File: config.mk
export PLATFORM = sky130hd
export DESIGN_NAME = uart_word_assembler
export DESIGN_NICKNAME = d
export VERILOG_FILES = /design/src/rtl/uart_word_assembler.sv
export SDC_FILE = /design/constraint.sdc
export NUM_CORES = 1
export LEC_CHECK = 0
export BUFFER_PORTS_ARGS = -buffer_cell sky130_fd_sc_hd__buf_4
export CORE_ASPECT_RATIO = 1.4
export CORE_UTILIZATION = 31
export DETAILED_ROUTE_END_ITERATION = 7
export HOLD_SLACK_MARGIN = 0.15
export PLACE_DENSITY = 0.6
export SKIP_LAST_GASP = 1
export SLEW_MARGIN = 40
export SYNTH_ARGS = -nofsm -noshare
export SYNTH_HDL_FRONTEND = slang
export SYNTH_SLANG_ARGS = --single-unit
File: constraint.sdc
create_clock -name clock -period 4.8 [get_ports clock]
set_input_delay 0.24 -clock clock [delete_from_list [all_inputs] [get_ports clock]]
set_output_delay 0.24 -clock clock [all_outputs]
set_load 0.01 [all_outputs]
File: src/rtl/uart_word_assembler.sv
// Packs consecutive received bytes into a word behind valid/ready handshakes.
// A partial word is discarded if the gap between its bytes exceeds the inter-byte timeout.
module uart_word_assembler #(
  parameter int BYTES_PER_WORD = 4,
  parameter bit BIG_ENDIAN     = 1'b0,
  parameter int TIMEOUT_CYCLES = 1000000
) (
  input  logic                                  clock,
  input  logic                                  reset_n,
  input  logic [7:0]                            in_data,
  input  logic                                  in_valid,
  output logic                                  in_ready,
  output logic [8*BYTES_PER_WORD-1:0]           out_data,
  output logic                                  out_valid,
  input  logic                                  out_ready,
  output logic                                  timeout_error,
  output logic [$clog2(BYTES_PER_WORD+1)-1:0]   byte_count
);

  localparam int WW  = 8 * BYTES_PER_WORD;
  localparam int BCW = $clog2(BYTES_PER_WORD + 1);
  // A zero timeout still needs a 1-bit timer so the register is well formed.
  localparam int TW  = (TIMEOUT_CYCLES > 0) ? $clog2(TIMEOUT_CYCLES + 1) : 1;
  localparam logic [BCW-1:0] LAST_IDX  = BCW'(BYTES_PER_WORD - 1);
  localparam logic [TW-1:0]  TIMER_MAX = TW'((TIMEOUT_CYCLES > 0) ? (TIMEOUT_CYCLES - 1) : 0);
  localparam bit TIMEOUT_EN = (TIMEOUT_CYCLES > 0);

  typedef enum logic {COLLECT = 1'b0, HOLD = 1'b1} state_t;

  state_t          state_q, state_d;
  logic [BCW-1:0]  count_q, count_d;
  logic [TW-1:0]   timer_q, timer_d;
  logic [WW-1:0]   data_q, data_d;
  logic            out_valid_q, out_valid_d;
  logic            timeout_error_q, timeout_error_d;

  logic            byte_xfer;
  logic            timer_active;
  logic [WW-1:0]   data_wr;

  assign byte_xfer    = in_valid && (state_q == COLLECT);
  assign timer_active = TIMEOUT_EN && (state_q == COLLECT) && (count_q != '0);

  // Each lane captures the incoming byte when the byte position it owns is being filled.
  generate
    for (genvar gi = 0; gi < BYTES_PER_WORD; gi++) begin : g_lane
      localparam int BYTE_POS = BIG_ENDIAN ? (BYTES_PER_WORD - 1 - gi) : gi;
      assign data_wr[gi*8 +: 8] = (count_q == BCW'(BYTE_POS)) ? in_data : data_q[gi*8 +: 8];
    end
  endgenerate

  always_comb begin
    state_d         = state_q;
    count_d         = count_q;
    timer_d         = timer_q;
    data_d          = data_q;
    out_valid_d     = out_valid_q;
    timeout_error_d = 1'b0;

    case (state_q)
      COLLECT: begin
        if (byte_xfer) begin
          data_d  = data_wr;
          timer_d = '0;
          if (count_q == LAST_IDX) begin
            state_d     = HOLD;
            out_valid_d = 1'b1;
            count_d     = '0;
          end else begin
            count_d = count_q + 1'b1;
          end
        end else if (timer_active) begin
          // An arriving byte in the expiry cycle takes the branch above, so it always wins.
          if (timer_q == TIMER_MAX) begin
            count_d         = '0;
            timer_d         = '0;
            timeout_error_d = 1'b1;
          end else begin
            timer_d = timer_q + 1'b1;
          end
        end else begin
          timer_d = '0;
        end
      end

      HOLD: begin
        timer_d = '0;
        if (out_ready) begin
          state_d     = COLLECT;
          out_valid_d = 1'b0;
          data_d      = '0;
        end
      end

      default: begin
        state_d     = COLLECT;
        count_d     = '0;
        timer_d     = '0;
        data_d      = '0;
        out_valid_d = 1'b0;
      end
    endcase
  end

  always_ff @(posedge clock or negedge reset_n) begin
    if (!reset_n) begin
      state_q         <= COLLECT;
      count_q         <= '0;
      timer_q         <= '0;
      data_q          <= '0;
      out_valid_q     <= 1'b0;
      timeout_error_q <= 1'b0;
    end else begin
      state_q         <= state_d;
      count_q         <= count_d;
      timer_q         <= timer_d;
      data_q          <= data_d;
      out_valid_q     <= out_valid_d;
      timeout_error_q <= timeout_error_d;
    end
  end

  assign in_ready      = (state_q == COLLECT);
  assign out_valid     = out_valid_q;
  assign out_data      = data_q;
  assign timeout_error = timeout_error_q;
  assign byte_count    = count_q;

endmodule

==> key figures, run 1 <==
Setup path
  – R2R Setup Slk: 2.46 ns
  – Crit Path Category: register to register
  – Maximum fanout along the worst path: 19
  – CP endpoint kind: register
  – Startpoint Class: register
  – WP data required: 4.98 ns
  – Crit path DAT: 2.52 ns

GRT
  – Grt total ovfl: 0
  – Gr usage total: 0.1549
  – Vias in the first global route: 2021
  – First-pass GRT wire length: 9.998 mm
  – Largest net degree at the start of global routing: 59
  – Initial antenna violation count: 0

Logic synthesis
  – Area contributors post-synth: dfrtp_1 56%, mux2_2 8.2%, nand2_1 3.9%
  – Simple-Gate Fraction of Synth Area: 0.1693
  – Post-Synth XOR/XNOR Area: 0.03039
  – Post-Syn Nets: 251
  – Post-Syn Area per Cell: 11.08 um2
  – Seq/Total Area, Yosys: 0.5596
  – Post-synth top area cell: dfrtp_1
  – Synthesis-stage register bit count: 58
  – Ys async rst share: 1.000
  – Synth Area in Adders: 0.02412
  – Post-synth EDFFs: 0
  – Synth top area share: 0.5596
  – Synth warnings: 0
  – Post-synth top cells: 58 x dfrtp_1, 27 x nand2_1, 19 x mux2_2, 13 x nor2_1, 13 x o21ai_0
  – Yosys cell types: 38
  – Largest family of logic cells by synthesized area: simple AND/OR/NAND/NOR gates
  – Mux share of post-synthesis cell area: 0.1042
  – Count leader, synth: dfrtp_1
  – Mapped cell area: 2594 um2
  – Primary FF master, synth: dfrtp_1
  – Post-Syn Instances: 234
  – Post-synthesis compound-gate area fraction: 0.08538

Drt
  – Routed vias/inst: 4.886
  – DRT antenna net count: 0
  – Routed wire per std cell: 15.21 um
  – Initial DRC Count: 118
  – Via count: 1979
  – Routed WL: 6.161 mm
  – Pre-antenna DRT Iters: 4
  – Residual DRC count: 0

Finish
  – Area growth syn-to-layout: 35.41%
  – Final instance area: 3512 um2
  – Ant diodes: 0
  – Layout cells sized above 1: 0.3036
  – Nets@finish: 315
  – Layout fillers: 775
  – Fin cells: 405
  – Reg area: 1451 um2
  – Multi-input gate area: 1084 um2

Die
  – Initial Util: 0.3183
  – Die area: 8742 um2
  – Core area: 8149 um2
  – Core Rows: 39
  – Io pins: 50
  – Die W: 79.31 um
  – Die height: 110.2 um

Clock tree
  – Gates resized, CTS repair: 0
  – Clock Latency Late Sink: 0.33 ns
  – CTS clk-pin slew, worst paths: 0.06 ns
  – Clock Tree Root: clkbuf_16
  – Clk sinks: 58
  – Max Root-Sink Buffers: 2
  – TritonCTS clock tree: built
  – TritonCTS Buffers: 9
  – # H-tree levels: 3

Run
  – Max cap viols: 0

Outcome
  – Status: complete, no violations

Timing
  – Hold Fails Final Rpt: 0
  – Max Clock Freq: 0.4276 GHz
  – Max-slew violation count: 0
  – Post-layout min period: 2.338 ns
  – Clock skew: 0.005270 ns
  – Final period util: 0.4872
  – Setup tns final: 0 ns
  – RSZ-0062 raised after global routing: false
  – Final worst slack: 2.462 ns
  – Setup Viol. Count Final: 0
  – WHS: 0.2136 ns
  – Worst Tran Pin Value: 0.8554 ns
  – Max-Slew Margin vs Limit: 0.4296

Pwr
  – VDD IR max: 0.0003862 V
  – Power Density: 604.9 nW/um2
  – LEAKAGE: 1.532 nW

Placement
  – Hpwl dp: 4.179 mm
  – Routability cong.: 0.8234
  – Number of buffers added on ports: 49
  – Cell total after placement: 378
  – Dpl ws: 2.486 ns
  – Placement Cell Area: 3057 um2

Min path
  – Hold Crit Class: input port to register
## layout make-up
type,instances,share of cell area
well taps,102,0.03634
flip-flops and latches,58,0.4133
clock inverters,7,0.02921
inverters,9,0.009619
clock buffers,9,0.06413
repair buffers,60,0.1389
multi-input cells,160,0.3085
## report_power, final
group          internal, mW  switching [mW]
sequential            0.641           0.102
combinational         0.352           0.325
clock                 0.458           0.247
## sequential cells by signal (all words and copies together) (netlist names)
name,flops
timer_q,20
state_q,1
out_data,32
timeout_error,1
byte_count,3
out_valid,1
## timing repair
| item | CTS | global route |
|---|---|---|
| buffers inserted | 0 | 0 |
| hold buffers | 10 | 0 |
| endpoints found under the hold margin | 67 | 0 |
| setup endpoints to repair | 0 | 0 |
## through the flow
step / total power, mW / utilization
after floorplan: 1.086 / -
after global placement: 1.403 / 0.3746
after detailed placement: 1.421 / 0.3751
after CTS: 2.141 / 0.4276
after global routing: 2.241 / 0.4310
final: 2.124 / 0.4310
## placed cells by master (no fill, tap or decap), types with 6 or more instances in the layout
| master | instances |
|---|---|
| buf_4 | 49 |
| nor2_1 | 13 |
| nand2_1 | 27 |
| nand3_1 | 7 |
| xnor2_1 | 7 |
| clkbuf_16 | 9 |
| a21oi_1 | 9 |
| dlygate4sd3_1 | 10 |
| o21ai_0 | 13 |
| inv_1 | 9 |
| nor3_1 | 6 |
| nor2b_1 | 9 |
| mux2_2 | 19 |
| dfrtp_1 | 58 |
## path summary, 6_finish.rpt
| check | startpoint | endpoint | cells after the start |
|---|---|---|---|
| setup / recovery | timer_q[0] | timer_q[6] | 5 |
| hold / removal | out_ready | state_q | 3 |
| setup reg to reg | timer_q[0] | timer_q[6] | 5 |
| hold reg to reg | out_valid | out_valid | 1 |
| max in group asynchronous | reset_n | out_valid | 3 |
| min in group asynchronous | reset_n | out_data[14] | 2 |
## critical path, cell delays in order, from the launching register on
cell and delay [ns]:
dfrtp_1 0.40, ha_1 0.23, nand2_1 0.13, or4_1 0.58, o21ai_2 0.70, nor2_1 0.14
## logic make-up after synthesis
| kind of cell | after synthesis |
|---|---|
| buf+inv | 16 |
| flops | 58 |
| fa+ha+maj | 5 |
| simple gates | 85 |
| compound gates | 37 |
| mux | 24 |
| xor+xnor | 9 |
## per-layer routing
metal	track usage	wire length (um)	share of wire
met5	0	0	0
met4	0.08961	135	0.022
met3	0.04115	314	0.051
met2	0.2796	3232	0.52
met1	0.1605	2478	0.40
No activity file was read; power rests on OpenSTA's default activity.
==> run 2: changes to the inputs <==
--- a/config.mk
+++ b/config.mk
@@ -10,7 +10,7 @@
 export CORE_UTILIZATION = 31
 export DETAILED_ROUTE_END_ITERATION = 7
 export HOLD_SLACK_MARGIN = 0.15
-export PLACE_DENSITY = 0.6
+export PLACE_DENSITY = 0.62
 export SKIP_LAST_GASP = 1
 export SLEW_MARGIN = 40
 export SYNTH_ARGS = -nofsm -noshare
==> constraint.sdc (replaced) <==
create_clock -name clock -period 2 [get_ports clock]
set_input_delay 0.1 -clock clock [delete_from_list [all_inputs] [get_ports clock]]
set_output_delay 0.1 -clock clock [all_outputs]
set_load 0.01 [all_outputs]
==> run 2 against run 1 <==
Wire length fell by 1.9%; global-route usage shrank 0.19 points; fmax grew 22%; utilization increased by 0.80 points; non-clock buffer count increased by 16; highest routed layer unchanged.
==> key figures, run 2 (synthesized netlist as in run 1, its figures left out) <==
Timing
  – Post-layout min period: 1.922 ns (-0.4162 ns)
  – Setup Viol. Count Final: 0 (unchanged)
  – Max Clock Freq: 0.5202 GHz (+22%)
  – Worst Tran Pin Value: 0.7254 ns (-0.1300 ns)
  – Hold Fails Final Rpt: 0 (unchanged)
  – Final period util: 0.9611 (+0.4739)
  – Final worst slack: 0.07776 ns (-2.384 ns)
  – Clock skew: 0.005123 ns (-0.0001467 ns)
  – RSZ-0062 raised after global routing: true
  – WHS: 0.3692 ns (+0.1556 ns)
  – Max-slew violation count: 0 (unchanged)
  – Max-Slew Margin vs Limit: 0.5164 (+0.08674)
  – Setup tns final: 0 ns (unchanged)

Setup path
  – Crit path DAT: 2.18 ns (-0.34 ns)
  – R2R Setup Slk: 0.08 ns (-2.38 ns)
  – WP data required: 2.26 ns (-2.72 ns)
  – Startpoint Class: register
  – Worst R2R Path Depth: 4 (-1)
  – Maximum fanout along the worst path: 5 (-14)
  – Critical R2R Capture: timer_q[17]
  – Crit Path Category: register to register
  – CP endpoint kind: register
  – Worst r2r src: timer_q[7]

Drt
  – Routed wire per std cell: 14.35 um (-5.7%)
  – Highest Signal Layer: met4
  – Via count: 2037 (+2.9%)
  – DRT antenna net count: 0 (unchanged)
  – Routed WL: 6.041 mm (-1.9%)
  – Pre-antenna DRT Iters: 4 (unchanged)
  – Met2 wire length: 3.290 mm (+1.8%)
  – DRT met1 WL: 2.389 mm (-3.6%)
  – Residual DRC count: 0 (unchanged)
  – Routed vias/inst: 4.838 (-0.98%)
  – Met3 wire length: 231 um (-26%)
  – Initial DRC Count: 77 (-35%)

Finish
  – Area growth syn-to-layout: 37.92%
  – Nets@finish: 331 (+5.1%)
  – Most common cell after layout, fill and taps aside: buf_4
  – Ant diodes: 0 (unchanged)
  – Final instance area: 3577 um2 (+1.9%)
  – Max reg flops: 32 (unchanged)
  – Finished Core Util: 0.4390 (+0.007984)
  – Layout fillers: 757 (-2.3%)
  – Most frequent cells in the layout: 64 x buf_4, 58 x dfrtp_1, 27 x nand2_1
  – Layout cells sized above 1: 0.3354 (+0.03179)

Pwr
  – VDD IR max: 0.0009641 V (+150%)
  – LEAKAGE: 1.589 nW (+3.7%)
  – Power Density: 1365 nW/um2 (+130%)

GRT
  – Grt total ovfl: 0 (unchanged)
  – First-pass GRT wire length: 9.991 mm (about the same)
  – Initial antenna violation count: 0 (unchanged)
  – Largest net degree at the start of global routing: 59 (unchanged)
  – Gr usage total: 0.1530 (-0.001884)
  – Vias in the first global route: 2066 (+2.2%)

Outcome
  – Status: complete, no violations

Placement
  – Number of buffers added on ports: 49 (unchanged)
  – Dpl ws: 0.05402 ns (-2.432 ns)
  – Hpwl dp: 4.175 mm (-0.10%)
  – Placement Cell Area: 3173 um2 (+3.8%)
  – Routability cong.: 0.7916 (-3.9%)

Clock tree
  – # H-tree levels: 3 (unchanged)
  – Max Root-Sink Buffers: 2 (unchanged)
  – CTS clk-pin slew, worst paths: 0.05 ns (about the same)
  – TritonCTS clock tree: built
  – Clock Latency Late Sink: 0.33 ns (about the same)
  – Clock Tree Root: clkbuf_16
  – Clk sinks: 58 (unchanged)
  – TritonCTS Buffers: 9 (unchanged)

Die
  – Core area: 8149 um2 (unchanged)
  – Die W: 79.31 um (unchanged)
  – Die height: 110.2 um (unchanged)
  – Initial Util: 0.3183 (unchanged)
  – Io pins: 50 (unchanged)
  – Die area: 8742 um2 (unchanged)
  – Core Rows: 39 (unchanged)

Min path
  – Hold Crit Class: input port to asynchronous set/reset pin

Run
  – Max cap viols: 0 (unchanged)
## run 2: final cells by class
cell class                 instances  area [um2]  area share
clock buffer                      10       239.0     0.06681
clock inverter                     6       32.53    0.009094
inverter                           9       33.78    0.009444
multi-input combinational        160        1082      0.3026
sequential                        58        1451      0.4057
tap                              102       127.6     0.03568
timing repair buffer              76       610.6      0.1707
## run 2: power by group
group | switching [mW] | total, mW | internal, mW
clock | 0.523 | 1.38 | 0.858
sequential | 0.226 | 1.77 | 1.54
combinational | 0.803 | 1.74 | 0.933
## run 2: worst max path at each step
stage | slack [ns] | start | depth (start not counted) | to
2_1_floorplan | 0.005 | timer_q[0] | 6 | timer_q[18]
3_3_place_gp | 0.08 | timer_q[1] | 5 | timer_q[18]
3_5_place_dp | 0.05 | timer_q[7] | 4 | timer_q[17]
4_1_cts | 0.04 | timer_q[1] | 5 | timer_q[18]
5_1_grt | -0.03 | timer_q[7] | 5 | timer_q[13]
6_report | 0.08 | timer_q[7] | 4 | timer_q[17]
## run 2: per-stage QoR
step,power [mW],cells
after global routing,5.172,421
after detailed placement,3.502,392
after floorplan,2.607,234
after global placement,3.474,392
final,4.882,421
after CTS,4.925,419
## run 2: routing by layer
metal  GRT usage  vias to the layer above
met2      0.2796                       48
li1            -                      976
met5           0                        -
met3     0.03868                       10
met4     0.07403                        0
met1      0.1628                     1003
## run 2: worst max-delay path: stages (launching register included)
cell and delay (ns):
dfrtp_1 0.42, nand4_1 0.18, or4_1 0.61, or4b_4 0.51
a21oi_2 0.14
## run 2: timing repair
item,4_1_cts,5_1_grt
gates resized for setup,0,2
endpoints found under the setup margin,0,6
endpoints found under the hold margin,70,0
hold buffers,11,0
setup buffers,0,2
